==> src/rtl/keypad_scan4x4_if.sv <==
// rtl/keypad_scan4x4_if.sv - keypad pins and accepted-key data bus
interface keypad_scan4x4_if;
  logic [3:0]  iCol;
  logic        iClr;
  logic [3:0]  oRow;
  logic [3:0]  oKey;
  logic        oValid;
  logic [31:0] oData;

  // Scanner side: reads columns and clear, drives rows and key data.
  modport master (
    input  iCol,
    input  iClr,
    output oRow,
    output oKey,
    output oValid,
    output oData
  );

  // Keypad / consumer side.
  modport slave (
    output iCol,
    output iClr,
    input  oRow,
    input  oKey,
    input  oValid,
    input  oData
  );
endinterface

==> src/rtl/keypad_scan4x4.sv <==
// rtl/keypad_scan4x4.sv - 4x4 matrix keypad scanner, debouncer and hex key shifter
module keypad_scan4x4 #(
  parameter int DIV_W     = 15,
  parameter int DEB_TICKS = 4
) (
  input  logic                    clk,
  input  logic                    reset,
  keypad_scan4x4_if.master        bus
);

  typedef enum logic [1:0] {
    ST_SCAN,
    ST_DEBOUNCE,
    ST_ACCEPT,
    ST_RELEASE
  } state_t;

  localparam logic [3:0] DEB_LAST = 4'(DEB_TICKS);

  logic [3:0]       sync1_q;
  logic [3:0]       col_s_q;
  logic [DIV_W-1:0] div_q;
  state_t           state_q;
  logic [1:0]       row_idx_q;
  logic [1:0]       col_idx_q;
  logic [3:0]       row_q;
  logic [3:0]       cnt_q;
  logic [3:0]       key_q;
  logic             valid_q;
  logic [31:0]      data_q;

  logic             tick;
  logic             col_any;
  logic [1:0]       col_idx_d;
  logic [1:0]       row_idx_d;
  logic [3:0]       cnt_d;
  logic             accept_d;
  logic [3:0]       accept_key_d;
  logic [31:0]      data_base_d;

  // Columns are asynchronous to clk; two flops before any logic sees them.
  always_ff @(posedge clk or posedge reset) begin
    if (reset) begin
      sync1_q <= 4'hF;
      col_s_q <= 4'hF;
    end else begin
      sync1_q <= bus.iCol;
      col_s_q <= sync1_q;
    end
  end

  // Free-running scan divider; never stalled so tick spacing is constant.
  always_ff @(posedge clk or posedge reset) begin
    if (reset) begin
      div_q <= '0;
    end else begin
      div_q <= div_q + 1'b1;
    end
  end

  // Tick, column priority decode (lowest column wins) and accept detection.
  always_comb begin
    tick      = &div_q;
    col_any   = (col_s_q != 4'hF);
    row_idx_d = row_idx_q + 2'd1;
    cnt_d     = cnt_q + 4'd1;
    col_idx_d = 2'd0;
    if (!col_s_q[3]) col_idx_d = 2'd3;
    if (!col_s_q[2]) col_idx_d = 2'd2;
    if (!col_s_q[1]) col_idx_d = 2'd1;
    if (!col_s_q[0]) col_idx_d = 2'd0;
    accept_d     = 1'b0;
    accept_key_d = {row_idx_q, col_idx_q};
    if (state_q == ST_SCAN) begin
      accept_key_d = {row_idx_q, col_idx_d};
      accept_d     = tick && col_any && (DEB_TICKS <= 1);
    end else if (state_q == ST_DEBOUNCE) begin
      accept_d     = tick && !col_s_q[col_idx_q] && (cnt_d == DEB_LAST);
    end
    data_base_d = bus.iClr ? 32'h0 : data_q;
  end

  // Scan/debounce/accept/release state machine with registered outputs.
  // Outputs are loaded on the edge entering ACCEPT so the valid pulse,
  // key and shifted data are all presented together during ACCEPT.
  always_ff @(posedge clk or posedge reset) begin
    if (reset) begin
      state_q   <= ST_SCAN;
      row_idx_q <= 2'd0;
      col_idx_q <= 2'd0;
      row_q     <= 4'b1110;
      cnt_q     <= 4'd0;
      key_q     <= 4'd0;
      valid_q   <= 1'b0;
      data_q    <= 32'h0;
    end else begin
      valid_q <= 1'b0;
      case (state_q)
        ST_SCAN: begin
          if (tick) begin
            if (!col_any) begin
              row_idx_q <= row_idx_d;
              row_q     <= ~(4'b0001 << row_idx_d);
            end else begin
              col_idx_q <= col_idx_d;
              cnt_q     <= 4'd1;
              state_q   <= (DEB_TICKS > 1) ? ST_DEBOUNCE : ST_ACCEPT;
            end
          end
        end
        ST_DEBOUNCE: begin
          if (tick) begin
            if (!col_s_q[col_idx_q]) begin
              cnt_q <= cnt_d;
              if (cnt_d == DEB_LAST) begin
                state_q <= ST_ACCEPT;
              end
            end else begin
              cnt_q   <= 4'd0;
              state_q <= ST_SCAN;
            end
          end
        end
        ST_ACCEPT: begin
          cnt_q   <= 4'd0;
          state_q <= ST_RELEASE;
        end
        ST_RELEASE: begin
          if (tick) begin
            if (!col_any) begin
              if (cnt_d == DEB_LAST) begin
                cnt_q   <= 4'd0;
                state_q <= ST_SCAN;
              end else begin
                cnt_q <= cnt_d;
              end
            end else begin
              cnt_q <= 4'd0;
            end
          end
        end
        default: begin
          state_q <= ST_SCAN;
          cnt_q   <= 4'd0;
        end
      endcase

      if (accept_d) begin
        valid_q <= 1'b1;
        key_q   <= accept_key_d;
        data_q  <= {data_base_d[27:0], accept_key_d};
      end else begin
        data_q  <= data_base_d;
      end
    end
  end

  assign bus.oRow   = row_q;
  assign bus.oKey   = key_q;
  assign bus.oValid = valid_q;
  assign bus.oData  = data_q;

endmodule

==> src/flat_wrapper.sv <==
// flat-port wrapper written by rule: the top's interface ports become plain ports
module keypad_scan4x4_flat 
#(
  parameter int DIV_W     = 15,
  parameter int DEB_TICKS = 4
)
  (clk, reset, bus_iCol, bus_iClr, bus_oRow, bus_oKey, bus_oValid, bus_oData);
  keypad_scan4x4_if bus_i ();
  input  logic clk;
  input  logic reset;
  input wire logic [$bits(bus_i.iCol)-1:0] bus_iCol;
  input wire logic [$bits(bus_i.iClr)-1:0] bus_iClr;
  output wire logic [$bits(bus_i.oRow)-1:0] bus_oRow;
  output wire logic [$bits(bus_i.oKey)-1:0] bus_oKey;
  output wire logic [$bits(bus_i.oValid)-1:0] bus_oValid;
  output wire logic [$bits(bus_i.oData)-1:0] bus_oData;
  assign bus_i.iCol = bus_iCol;
  assign bus_i.iClr = bus_iClr;
  assign bus_oRow = bus_i.oRow;
  assign bus_oKey = bus_i.oKey;
  assign bus_oValid = bus_i.oValid;
  assign bus_oData = bus_i.oData;
  keypad_scan4x4 #(.DIV_W(DIV_W), .DEB_TICKS(DEB_TICKS)) u_core (.clk(clk), .reset(reset), .bus(bus_i));
endmodule
==> config.mk <==
export PLATFORM = sky130hd
export DESIGN_NAME = keypad_scan4x4_flat
export DESIGN_NICKNAME = d
export VERILOG_FILES = /design/src/rtl/keypad_scan4x4_if.sv /design/src/rtl/keypad_scan4x4.sv /design/src/flat_wrapper.sv
export SDC_FILE = /design/constraint.sdc
export NUM_CORES = 1
export LEC_CHECK = 0
export ABC_AREA = 1
export ABC_CLOCK_PERIOD_IN_PS = 4100
export BUFFER_PORTS_ARGS = -buffer_cell sky130_fd_sc_hd__buf_2
export CAP_MARGIN = 20
export CORE_MARGIN = 2
export CORE_UTILIZATION = 50
export DETAILED_ROUTE_END_ITERATION = 16
export MAX_ROUTING_LAYER = met4
export PLACE_DENSITY = 0.71
export SLEW_MARGIN = 20
export SYNTH_ARGS = -nofsm -noshare
export SYNTH_HDL_FRONTEND = slang
export SYNTH_SLANG_ARGS = --single-unit
==> constraint.sdc <==
create_clock -name clk -period 4.1 [get_ports clk]
set_clock_uncertainty 0.1 [all_clocks]
set_input_delay 0.205 -clock clk [delete_from_list [all_inputs] [get_ports clk]]
set_output_delay 0.205 -clock clk [all_outputs]
set_load 0.02 [all_outputs]
==> out/results.ini, run 1 <==
[floorplanning]
dieWidth_um = 85.0
fp.dieH_um = 85.0
start_util_pct = 51.7
die_area_um2 = 7230
ioPinCount = 48
coreArea_um2 = 6350
rows = 29

[logic_synthesis]
synth_cells = 362
ys_warn_count = 0
ys_seq_area_share_pct = 56.8
avgSynthCellArea_um2 = 9.07
synth_cell_types = 29
synth-seq-cells = 74
synth.largest_area_cell = dfrtp_1
synth_area_leaders = dfrtp_1 48%, nand2_1 12%, dfstp_2 8.8%, o21ai_1 5.0%, inv_1 4.8%
syn_nets = 376
yosysTopAreaCellShare_pct = 48.0
syn_area_um2 = 3280

[sta]
finalSetupViolCount = 0
timing.final.max_slew_violations = 0
maxSlewHeadroom_pct = 43.5
fmax_mhz = 456
min_period_ns = 2.19
worst_slew_pin_slew_ns = 0.847
hold_viol = 0
finalCritPeriodShare_pct = 53.5
fin_setup_tns_ns = 0
rsz0062_at_grt = no
fin_ws_ns = 1.91

[worst_setup_path]
critical_path.endpoint_type = register
cp_max_fo = 41
path_cells = ha_1 > nand2_1 > nor2_1 > nand2_2 > nor2_4 > nand2_4 > nor2_8 > nand2_4 > clkinv_4 > nand2_1 > o21ai_1
cp.required_ns = 4.23
r2r-end = u_core.bus.oData[0]
timing.rr.start = u_core.div_q[0]
max_stage_delay_ns = 0.40
crit_type = reg2reg
crit_slowest_cell = dfrtp_1
worst_setup_path_start_kind = register
crit_arrival_ns = 2.33
r2r_slack_ns = 1.91
rr_worst_depth = 11

[place]
dpl_worst_slack_ns = 1.91
dp_hpwl_mm = 4.04
io_buffers = 47
gp_congestion = 0.824
dp_cells = 478
placed_area_um2 = 3570

[worst_hold_path]
min_from = bus_iClr
hold_depth = 4
hp-class = in2reg
holdPathEnd = u_core.bus.oData[30]

[pwr]
netSwitchingFraction_pct = 21.4
power_leakage_uw = 0.00214
p_switching_uw = 301
p_clk_share_pct = 45.2
internal_power_uw = 1110
ir_worst_vdd_mv = 0.258
combPwrFrac_pct = 2.3
p_seq_share_pct = 52.5
power_density_nw_per_um2 = 365

[cts]
cts_sinks = 74
cts_made_buffers = 9
cts_setup_buffers = 0
clockRootBuffer = clkbuf_8
tritoncts = done
cts_max_level = 3
clk_path_buf_depth = 2
clkLatencyLatePin_ns = 0.35
clkTransAtPathRegs_ns = 0.08

[grt]
grt_pass1_vias = 2344
grt_antenna_before_repair = 0
grt_remaining_overflow = 0
grt_pass1_wl_mm = 10.2
track_usage_pct = 18.3
grt_max_degree = 42

[cells_and_area]
nNetsFinal = 431
insertedDiodeCount = 0
stdcell_count = 499
syn_to_final_growth_pct = 17.3
finalInstanceArea_um2 = 3850
final_layout_size_suffix_gt1_share_pct = 22.3

[detailed_routing]
firstDrtPassIters = 4
drt_first_iter_violations = 119
routed-via-count = 2475
post-route-drc-count = 0
ant_nets = 0
wl_mm = 5.95
vias_per_cell = 4.96
avgRoutedWirePerCell_um = 11.9

[run]
maxCapViolCount = 0

[outcome]
outcome = finished clean

-- sequential cells by signal, summed over array words and instances (netlist names), 2 cells and up, named ones only --
name,flops
u_core.bus.oKey,4
u_core.cnt_q,4
u_core.bus.oRow,4
u_core.div_q,15
u_core.col_s_q,4
u_core.row_idx_q,2
u_core.col_idx_q,2
u_core.sync1_q,4
u_core.bus.oData,32
-- repair_timing --
item,CTS,global route
endpoints found under the hold margin,24,0
hold buffers,5,0
resized for setup,0,0
-- cell type report --
type	instances	area (um^2)
Sequential cell	74	1870
Clock inverter	6	88.8
Tap cell	77	96.3
Fill cell	528	2500
Clock buffer	10	138
Multi-Input combinational cell	233	1170
Timing Repair Buffer	54	313
Inverter	45	174
-- how the worst max path moves through the flow --
stage / start / end / slack [ns] / cells after the start
CTS: u_core.div_q[0] / u_core.bus.oData[1] / 1.89 / 11
global placement: u_core.div_q[0] / u_core.bus.oData[0] / 1.98 / 11
finish: u_core.div_q[0] / u_core.bus.oData[0] / 1.91 / 11
global route: u_core.div_q[0] / u_core.bus.oData[0] / 1.68 / 11
floorplan: reset / async pin / 1.93 / 1
detailed placement: u_core.div_q[0] / u_core.bus.oData[1] / 1.91 / 11
-- layout by cell type (no fill, tap or decap), drive strengths merged, types with 7 or more instances in the layout --
cell type and n:
inv 45, nand2 109, nand4 7, ha 7
dfstp 11, clkbuf 10, xor2 9, nand3 15
buf 49, o21ai 46, dfrtp 63, nor2 28
-- cell usage after synthesis, drive strengths merged --
cell and count:
nor3 1, nand2 109, a21oi 5, dfstp 11, buf 7, xnor2 3, and2 1, clkbuf 3
inv 44, xor2 9, nand3 15, o21ai 46, ha 7, dfrtp 63, o211ai 1, nor2 28
o31ai 1, clkinv 1, nand4 7
-- per-layer routing --
metal,global-route usage (%),wire [um],up-vias,part of all wire [%]
li1,-,-,1253,-
met1,23.2,2880,1152,48
met2,28.1,2690,59,45
met3,4.38,293,11,4.9
met4,8.37,77,0,1.3
met5,-,0,-,0
-- cell families after synthesis --
kind of cell	count (synthesis)	share of synthesized area, %
AND/OR/NAND/NOR	161	21.3
flip-flops	74	56.8
buffers and inverters	55	7.39
AO/OA/AOI/OAI	53	8.57
XOR/XNOR	12	3.20
adder cells (fa/ha/maj)	7	2.67
-- worst max-delay path, delay by kind of cell, from the launching register on --
kind / cells / cell delay [ns]
AOI/OAI and AO/OA: 1 / 0.07
adders and majority gates: 1 / 0.24
buffers and inverters: 1 / 0.31
DFF: 1 / 0.40
and+or+nand+nor: 8 / 0.94
-- per-stage QoR --
stage               power, uW  hold WS (ns)  util [%]
floorplan                 771         0.109         -
global placement          780         0.210      56.0
detailed placement        783         0.154      56.3
CTS                      1420        0.0355      60.6
global route             1460        0.0576      60.6
finish                   1410        0.0386      60.6
-- power groups by stage --
stage,Sequential [uW],Clock (uW),Combinational (uW)
floorplan,752,0,18.6
global placement,752,0,27.7
detailed placement,753,0,30.3
CTS,738,646,33.8
global route,739,679,37.7
finish,738,636,32.5
Power figures use the tool's default switching activity.
==> run 2: changes to the inputs <==
--- a/config.mk
+++ b/config.mk
@@ -5,15 +5,15 @@
 export SDC_FILE = /design/constraint.sdc
 export NUM_CORES = 1
 export LEC_CHECK = 0
-export ABC_AREA = 1
-export ABC_CLOCK_PERIOD_IN_PS = 4100
+export ABC_AREA = 0
+export ABC_CLOCK_PERIOD_IN_PS = 2000
 export BUFFER_PORTS_ARGS = -buffer_cell sky130_fd_sc_hd__buf_2
 export CAP_MARGIN = 20
 export CORE_MARGIN = 2
 export CORE_UTILIZATION = 50
 export DETAILED_ROUTE_END_ITERATION = 16
 export MAX_ROUTING_LAYER = met4
-export PLACE_DENSITY = 0.71
+export PLACE_DENSITY = 0.74
 export SLEW_MARGIN = 20
 export SYNTH_ARGS = -nofsm -noshare
 export SYNTH_HDL_FRONTEND = slang
==> constraint.sdc (replaced) <==
create_clock -name clk -period 2 [get_ports clk]
set_clock_uncertainty 0.1 [all_clocks]
set_input_delay 0.1 -clock clk [delete_from_list [all_inputs] [get_ports clk]]
set_output_delay 0.1 -clock clk [all_outputs]
set_load 0.02 [all_outputs]
==> out/results.ini, run 2 <==
[logic_synthesis]
yosys-top-cells-count = 63 x dfrtp_1, 38 x nor2_1, 34 x mux2i_1, 16 x nand2_1, 12 x inv_1  ; was 102 x nand2_1, 63 x dfrtp_1, 42 x inv_1, 33 x o21ai_1, 24 x nor2_1
syn_area_um2 = 3280  ; about the same
yosysTopAreaCellShare_pct = 48.1  ; was 48.0%
synth_edf_count = 0  ; unchanged
ys.flop_type = dfrtp_1  ; unchanged
synth_cell_types = 45  ; was 29
synth.largest_area_cell = dfrtp_1  ; unchanged
ys_warn_count = 0  ; unchanged
yosysMostFrequentCell = dfrtp_1  ; was nand2_1
synth-seq-cells = 74  ; unchanged
avgSynthCellArea_um2 = 12.0  ; was 9.07 um^2
syn_nets = 288  ; was 376
synth_area_leaders = dfrtp_1 48%, mux2i_1 10%, dfstp_2 8.8%, nor2_1 4.4%, xnor2_1 2.9%  ; was dfrtp_1 48%, nand2_1 12%, dfstp_2 8.8%, o21ai_1 5.0%, inv_1 4.8%
async_reset_ff_share_pct = 100  ; unchanged
synth_cells = 274  ; was 362
ys_seq_area_share_pct = 57.0  ; was 56.8%

[cts]
clk_path_buf_depth = 2  ; unchanged
cts_max_level = 3  ; unchanged
clkTransAtPathRegs_ns = 0.09  ; was 0.08 ns
cts_sinks = 74  ; unchanged
tritoncts = done  ; unchanged
clockRootBuffer = clkbuf_8  ; unchanged
clkLatencyLatePin_ns = 0.36  ; was 0.35 ns
cts_made_buffers = 9  ; unchanged

[cells_and_area]
insertedDiodeCount = 0  ; unchanged
final_layout_size_suffix_gt1_share_pct = 38.7  ; was 22.3%
final_cell_mix = 63 x dfrtp_1, 47 x buf_2, 44 x buf_4  ; was 102 x nand2_1, 63 x dfrtp_1, 47 x buf_2
syn_to_final_growth_pct = 33.3  ; was 17.3%
largest_reg_flops = 32  ; unchanged
nNetsFinal = 394  ; was 431
post-route-util_pct = 68.8  ; was 60.6%
n_fill_cell = 441  ; was 528
layout_commonest_cell = dfrtp_1  ; was nand2_1

[worst_setup_path]
worst_setup_path_start_kind = register  ; unchanged
crit_arrival_ns = 2.35  ; was 2.33 ns
critical_path.endpoint_type = register  ; unchanged
cp.required_ns = 2.14  ; was 4.23 ns
cp_max_fo = 6  ; was 41
crit_type = reg2reg  ; unchanged

[grt]
grt_util_met3_pct = 4.09  ; was 4.38%
top_usage_layer = met2  ; unchanged
grt_remaining_overflow = 0  ; unchanged
grt_pass1_vias = 2479  ; was 2,344
gr-usage-met2_pct = 32.7  ; was 28.1%
global_route.usage.met1_pct = 27.3  ; was 23.2%
grt_pass1_wl_mm = 11.7  ; was 10.2 mm
track_usage_pct = 21.2  ; was 18.3%
grt_max_degree = 33  ; was 42
grt_antenna_before_repair = 0  ; unchanged

[detailed_routing]
avgRoutedWirePerCell_um = 15.1  ; was 11.9 um
routed-via-count = 2464  ; was 2,475
post-route-drc-count = 0  ; unchanged
vias_per_cell = 5.33  ; was 4.96
drt_first_iter_violations = 112  ; was 119
wl_mm = 6.97  ; was 5.95 mm
firstDrtPassIters = 4  ; unchanged
ant_nets = 0  ; unchanged

[pwr]
p_switching_uw = 642  ; was 301 uW
internal_power_uw = 2130  ; was 1110 uW
netSwitchingFraction_pct = 23.2  ; was 21.4%
power_leakage_uw = 0.00210  ; was 0.00214 uW
ir_worst_vdd_mv = 0.542  ; was 0.258 mV
power_density_nw_per_um2 = 634  ; was 365 nW/um^2
p_total_uw = 2770  ; was 1410 uW
combPwrFrac_pct = 3.3  ; was 2.3%
p_seq_share_pct = 54.6  ; was 52.5%
p_clk_share_pct = 42.1  ; was 45.2%

[run]
maxCapViolCount = 0  ; unchanged

[sta]
fin_ws_ns = -0.212  ; was 1.91 ns
min_period_ns = 2.21  ; was 2.19 ns
fmax_mhz = 452  ; was 456 MHz
maxSlewHeadroom_pct = 58.9  ; was 43.5%
worst_slew_pin_slew_ns = 0.615  ; was 0.847 ns
timing.final.max_slew_violations = 0  ; unchanged
finalCritPeriodShare_pct = 111  ; was 53.5%
hold_viol = 0  ; unchanged
rsz0062_at_grt = yes  ; was no
finalSetupViolCount = 37  ; was 0

[floorplanning]
die_area_um2 = 7210  ; was 7230 um^2
rows = 29  ; unchanged
dieWidth_um = 84.9  ; was 85.0 um
coreArea_um2 = 6350  ; unchanged
ioPinCount = 48  ; unchanged
start_util_pct = 51.6  ; was 51.7%
fp.dieH_um = 84.9  ; was 85.0 um

[place]
dp_hpwl_mm = 4.52  ; was 4.04 mm
gp_congestion = 0.786  ; was 0.824
io_buffers = 47  ; unchanged

[outcome]
violations = setup timing
outcome = finished with violations  ; was finished clean

[worst_hold_path]
hp-class = in2async  ; was in2reg

==> run 2: path summary, 6_finish.rpt <==
path / cells past startpoint / from / slack, ns / end
max: 7 / u_core.col_idx_q[0] / -0.21 / u_core.bus.oKey[2]
max reg2reg: 7 / u_core.col_idx_q[0] / -0.21 / u_core.bus.oKey[2]
min: 3 / reset / 0.26 / u_core.bus.oData[30]
min reg2reg: 0 / u_core.sync1_q[3] / 0.26 / u_core.col_s_q[3]
min in group clk: 0 / u_core.sync1_q[3] / 0.26 / u_core.col_s_q[3]
max in group asynchronous: 4 / reset / 0.91 / u_core.cnt_q[1]
==> run 2: power groups by stage <==
| stage | Sequential, uW | Clock, uW | Combinational, uW |
|---|---|---|---|
| final | 1510 | 1170 | 90.1 |
| after global routing | 1510 | 1250 | 102 |
| after CTS | 1510 | 1180 | 89.4 |
| after detailed placement | 1540 | 0 | 78.9 |
| after global placement | 1540 | 0 | 77.0 |
| after floorplan | 1540 | 0 | 41.4 |
==> run 2: layer usage <==
metal | vias to the layer above | routed length, um
li1 | 1163 | -
met1 | 1230 | 3180
met2 | 59 | 3380
met3 | 12 | 280
met4 | 0 | 138
met5 | - | 0
==> run 2: layout make-up <==
cell class,count,area [um^2],share of cell area [%]
Tap cell,77,96.3,2.21
Sequential cell,74,1870,42.7
Clock buffer,9,124,2.84
Clock inverter,7,76.3,1.75
Inverter,12,48.8,1.12
Multi-Input combinational cell,177,1360,31.2
Timing Repair Buffer,106,795,18.2
==> run 2: critical path, stage by stage (launching register included) <==
cell	delay (ns)
dfrtp_1	0.37
mux4_2	0.52
or2_4	0.26
nor4_4	0.14
buf_6	0.17
buf_4	0.13
buf_12	0.12
mux2_4	0.29
==> run 2: through the flow <==
stage	instance area, um^2	cells	setup TNS [ns]	hold slack (ns)	worst slack [ns]
3_3_place_gp	3860	427	-3.05	0.0968	-0.158
3_5_place_dp	3860	427	-5.14	0.103	-0.245
6_report	4370	462	-4.74	0.257	-0.212
2_1_floorplan	3290	274	-2.22	0.00448	-0.0806
5_1_grt	4370	462	-8.47	0.263	-0.292
4_1_cts	4290	456	-3.99	0.258	-0.177
==> run 2: cell families after synthesis <==
logic type      share of synthesized area (%)
mux                                      13.1
xor+xnor                                 4.01
simple gates                             13.8
compound gates                           5.16
fa+ha+maj                                2.67
buf+inv                                  4.24
flops                                    57.0
==> run 2: repair_timing <==
item,in CTS,in global routing
resized for setup,14,10
gates cloned,3,0
hold endpoints to repair,25,0
setup endpoints to repair,38,40
hold buffers,6,0
setup buffers,4,7
pin swaps,0,7
==> run 3: changes to the inputs <==
--- a/config.mk
+++ b/config.mk
@@ -9,11 +9,13 @@
 export ABC_CLOCK_PERIOD_IN_PS = 2000
 export BUFFER_PORTS_ARGS = -buffer_cell sky130_fd_sc_hd__buf_2
 export CAP_MARGIN = 20
+export CELL_PAD_IN_SITES_DETAIL_PLACEMENT = 0
+export CELL_PAD_IN_SITES_GLOBAL_PLACEMENT = 1
 export CORE_MARGIN = 2
-export CORE_UTILIZATION = 50
+export CORE_UTILIZATION = 41
 export DETAILED_ROUTE_END_ITERATION = 16
 export MAX_ROUTING_LAYER = met4
-export PLACE_DENSITY = 0.74
+export PLACE_DENSITY = 0.75
 export SLEW_MARGIN = 20
 export SYNTH_ARGS = -nofsm -noshare
 export SYNTH_HDL_FRONTEND = slang
==> out/results.ini, run 3 (same netlist as run 2, synthesis figures left out) <==
[outcome]
outcome = finished with violations  ; unchanged
violations = setup timing  ; unchanged

[floorplanning]
die_area_um2 = 8720  ; was 7210 um^2
ioPinCount = 48  ; unchanged
fp.dieH_um = 93.4  ; was 84.9 um
coreArea_um2 = 7730  ; was 6350 um^2
rows = 32  ; was 29
dieWidth_um = 93.4  ; was 84.9 um
start_util_pct = 42.4  ; was 51.6%

[place]
io_buffers = 47  ; unchanged
dp_hpwl_mm = 4.38  ; was 4.52 mm
gp_congestion = 0.792  ; was 0.786
dpl_worst_slack_ns = -0.152  ; was -0.245 ns
placed_area_um2 = 3900  ; was 3860 um^2

[worst_setup_path]
crit_arrival_ns = 2.27  ; was 2.35 ns
max_stage_delay_ns = 0.52  ; about the same
cp_max_fo = 8  ; was 6
crit_type = reg2reg  ; unchanged
critical_path.endpoint_type = register  ; unchanged
path_buf_inv = 1  ; was 3
crit_slowest_cell = mux4_2  ; unchanged
cp_top_family = multiplexers  ; unchanged
path_cells = mux4_2 > or2_4 > nor4_4 > buf_4 > mux2_1  ; was mux4_2 > or2_4 > nor4_4 > buf_6 > buf_4 > buf_12 > mux2_4
cp.required_ns = 2.13  ; was 2.14 ns
worst_setup_path_start_kind = register  ; unchanged

[sta]
maxSlewHeadroom_pct = 73.3  ; was 58.9%
finalCritPeriodShare_pct = 107  ; was 111%
rsz0062_at_grt = yes  ; unchanged
min_period_ns = 2.14  ; was 2.21 ns
holdWs_ns = 0.257  ; about the same
finalSetupViolCount = 36  ; was 37
hold_viol = 0  ; unchanged
timing.final.max_slew_violations = 0  ; unchanged
fmax_mhz = 468  ; was 452 MHz
worst_slew_pin_slew_ns = 0.401  ; was 0.615 ns
fin_setup_tns_ns = -4.06  ; was -4.74 ns
fin_ws_ns = -0.136  ; was -0.212 ns

[pwr]
p_seq_share_pct = 57.4  ; was 54.6%
combPwrFrac_pct = 3.2  ; was 3.3%
power_leakage_uw = 0.00202  ; was 0.00210 uW
ir_worst_vdd_mv = 0.409  ; was 0.542 mV
internal_power_uw = 2020  ; was 2130 uW
power_density_nw_per_um2 = 621  ; was 634 nW/um^2
p_switching_uw = 614  ; was 642 uW
p_clk_share_pct = 39.4  ; was 42.1%
netSwitchingFraction_pct = 23.3  ; was 23.2%

[grt]
grt_pass1_wl_mm = 10.8  ; was 11.7 mm
grt_pass1_vias = 2317  ; was 2,479
grt_max_degree = 75  ; was 33
grt_remaining_overflow = 0  ; unchanged
grt_antenna_before_repair = 0  ; unchanged
track_usage_pct = 16.5  ; was 21.2%

[cts]
clk_path_buf_depth = 2  ; unchanged
cts_made_buffers = 9  ; unchanged
cts_max_level = 3  ; unchanged
clkLatencyLatePin_ns = 0.35  ; was 0.36 ns
clkTransAtPathRegs_ns = 0.08  ; was 0.09 ns
cts_sinks = 74  ; unchanged
tritoncts = done  ; unchanged
clockRootBuffer = clkbuf_8  ; unchanged

[cells_and_area]
syn_to_final_growth_pct = 29.6  ; was 33.3%
layout_commonest_cell = dfrtp_1  ; unchanged
finalInstanceArea_um2 = 4250  ; was 4370 um^2
largest_reg_flops = 32  ; unchanged
nNetsFinal = 383  ; was 394
final_cell_mix = 61 x dfrtp_1, 47 x buf_2, 38 x nor2_1, 38 x buf_4, 34 x mux2i_1  ; was 63 x dfrtp_1, 47 x buf_2, 44 x buf_4
insertedDiodeCount = 0  ; unchanged
final_layout_size_suffix_gt1_share_pct = 36.6  ; was 38.7%
n_fill_cell = 700  ; was 441

[detailed_routing]
firstDrtPassIters = 4  ; unchanged
drt_first_iter_violations = 97  ; was 112
post-route-drc-count = 0  ; unchanged
avgRoutedWirePerCell_um = 13.5  ; was 15.1 um
ant_nets = 0  ; unchanged
routed-via-count = 2369  ; was 2,464
vias_per_cell = 4.98  ; was 5.33
wl_mm = 6.45  ; was 6.97 mm

[run]
maxCapViolCount = 0  ; unchanged

[worst_hold_path]
hp-class = reg2reg  ; was in2async

[run 3: changes by cell type in the layout (fill, tap and decap cells not counted), sizes merged]
cell	change
clkbuf	+1
inv	-2
buf	-11
bufinv	-1
clkinv	+2
[run 3: worst reg2reg max path, delay by kind of cell, from the launching register on]
family / cells / cell delay (ns)
flops: 1 / 0.38
simple gates: 2 / 0.47
buf+inv: 1 / 0.22
mux: 2 / 0.85
[run 3: layout make-up]
| cell class | instances | area [um^2] | area share [%] |
|---|---|---|---|
| clock buffer | 10 | 138 | 3.24 |
| clock inverter | 6 | 42.5 | 1.00 |
| inverter | 12 | 48.8 | 1.15 |
| multi-input combinational | 177 | 1380 | 32.5 |
| sequential | 74 | 1870 | 44.0 |
| tap | 102 | 128 | 3.01 |
| timing repair buffer | 95 | 643 | 15.1 |
[run 3: power by group through the flow]
| stage | clock network, uW | registers [uW] | logic [uW] |
|---|---|---|---|
| after floorplan | 0 | 1540 | 41.4 |
| after CTS | 1070 | 1510 | 88.6 |
| after detailed placement | 0 | 1540 | 78.7 |
| final | 1040 | 1510 | 85.2 |
| after global routing | 1130 | 1510 | 97.7 |
| after global placement | 0 | 1540 | 77.4 |
[run 3: what timing repair did]
action,in CTS,in global routing
pin swaps,0,1
gates resized for setup,5,14
endpoints found under the setup margin,38,40
setup buffers,0,1
endpoints found under the hold margin,76,0
hold buffers,6,0
[run 3: layer usage]
layer | global-route usage [%] | wire length, um | vias up
met1 | 20.1 | 2880 | 1162
li1 | - | - | 1145
met4 | 7.60 | 117 | 0
met3 | 4.67 | 280 | 9
met2 | 25.5 | 3170 | 53
met5 | - | 0 | -
[run 3: worst paths after layout]
path,startpoint,endpoint,slack (ns),cells past startpoint
worst max-delay path,u_core.col_idx_q[0],u_core.bus.oKey[2],-0.14,5
min in group asynchronous,reset,u_core.col_idx_q[0],0.28,4
worst min-delay path,u_core.sync1_q[3],u_core.col_s_q[3],0.26,0
max in group asynchronous,reset,u_core.bus.oRow[1],1.14,4
worst min register to register,u_core.sync1_q[3],u_core.col_s_q[3],0.26,0
worst max register to register,u_core.col_idx_q[0],u_core.bus.oKey[2],-0.14,5
[run 3: stage by stage]
stage	cells	power [uW]	util [%]
finish	476	2640	55.0
detailed placement	453	1620	50.5
CTS	475	2680	54.0
global route	476	2750	55.0
global placement	453	1620	50.5
floorplan	274	1590	-
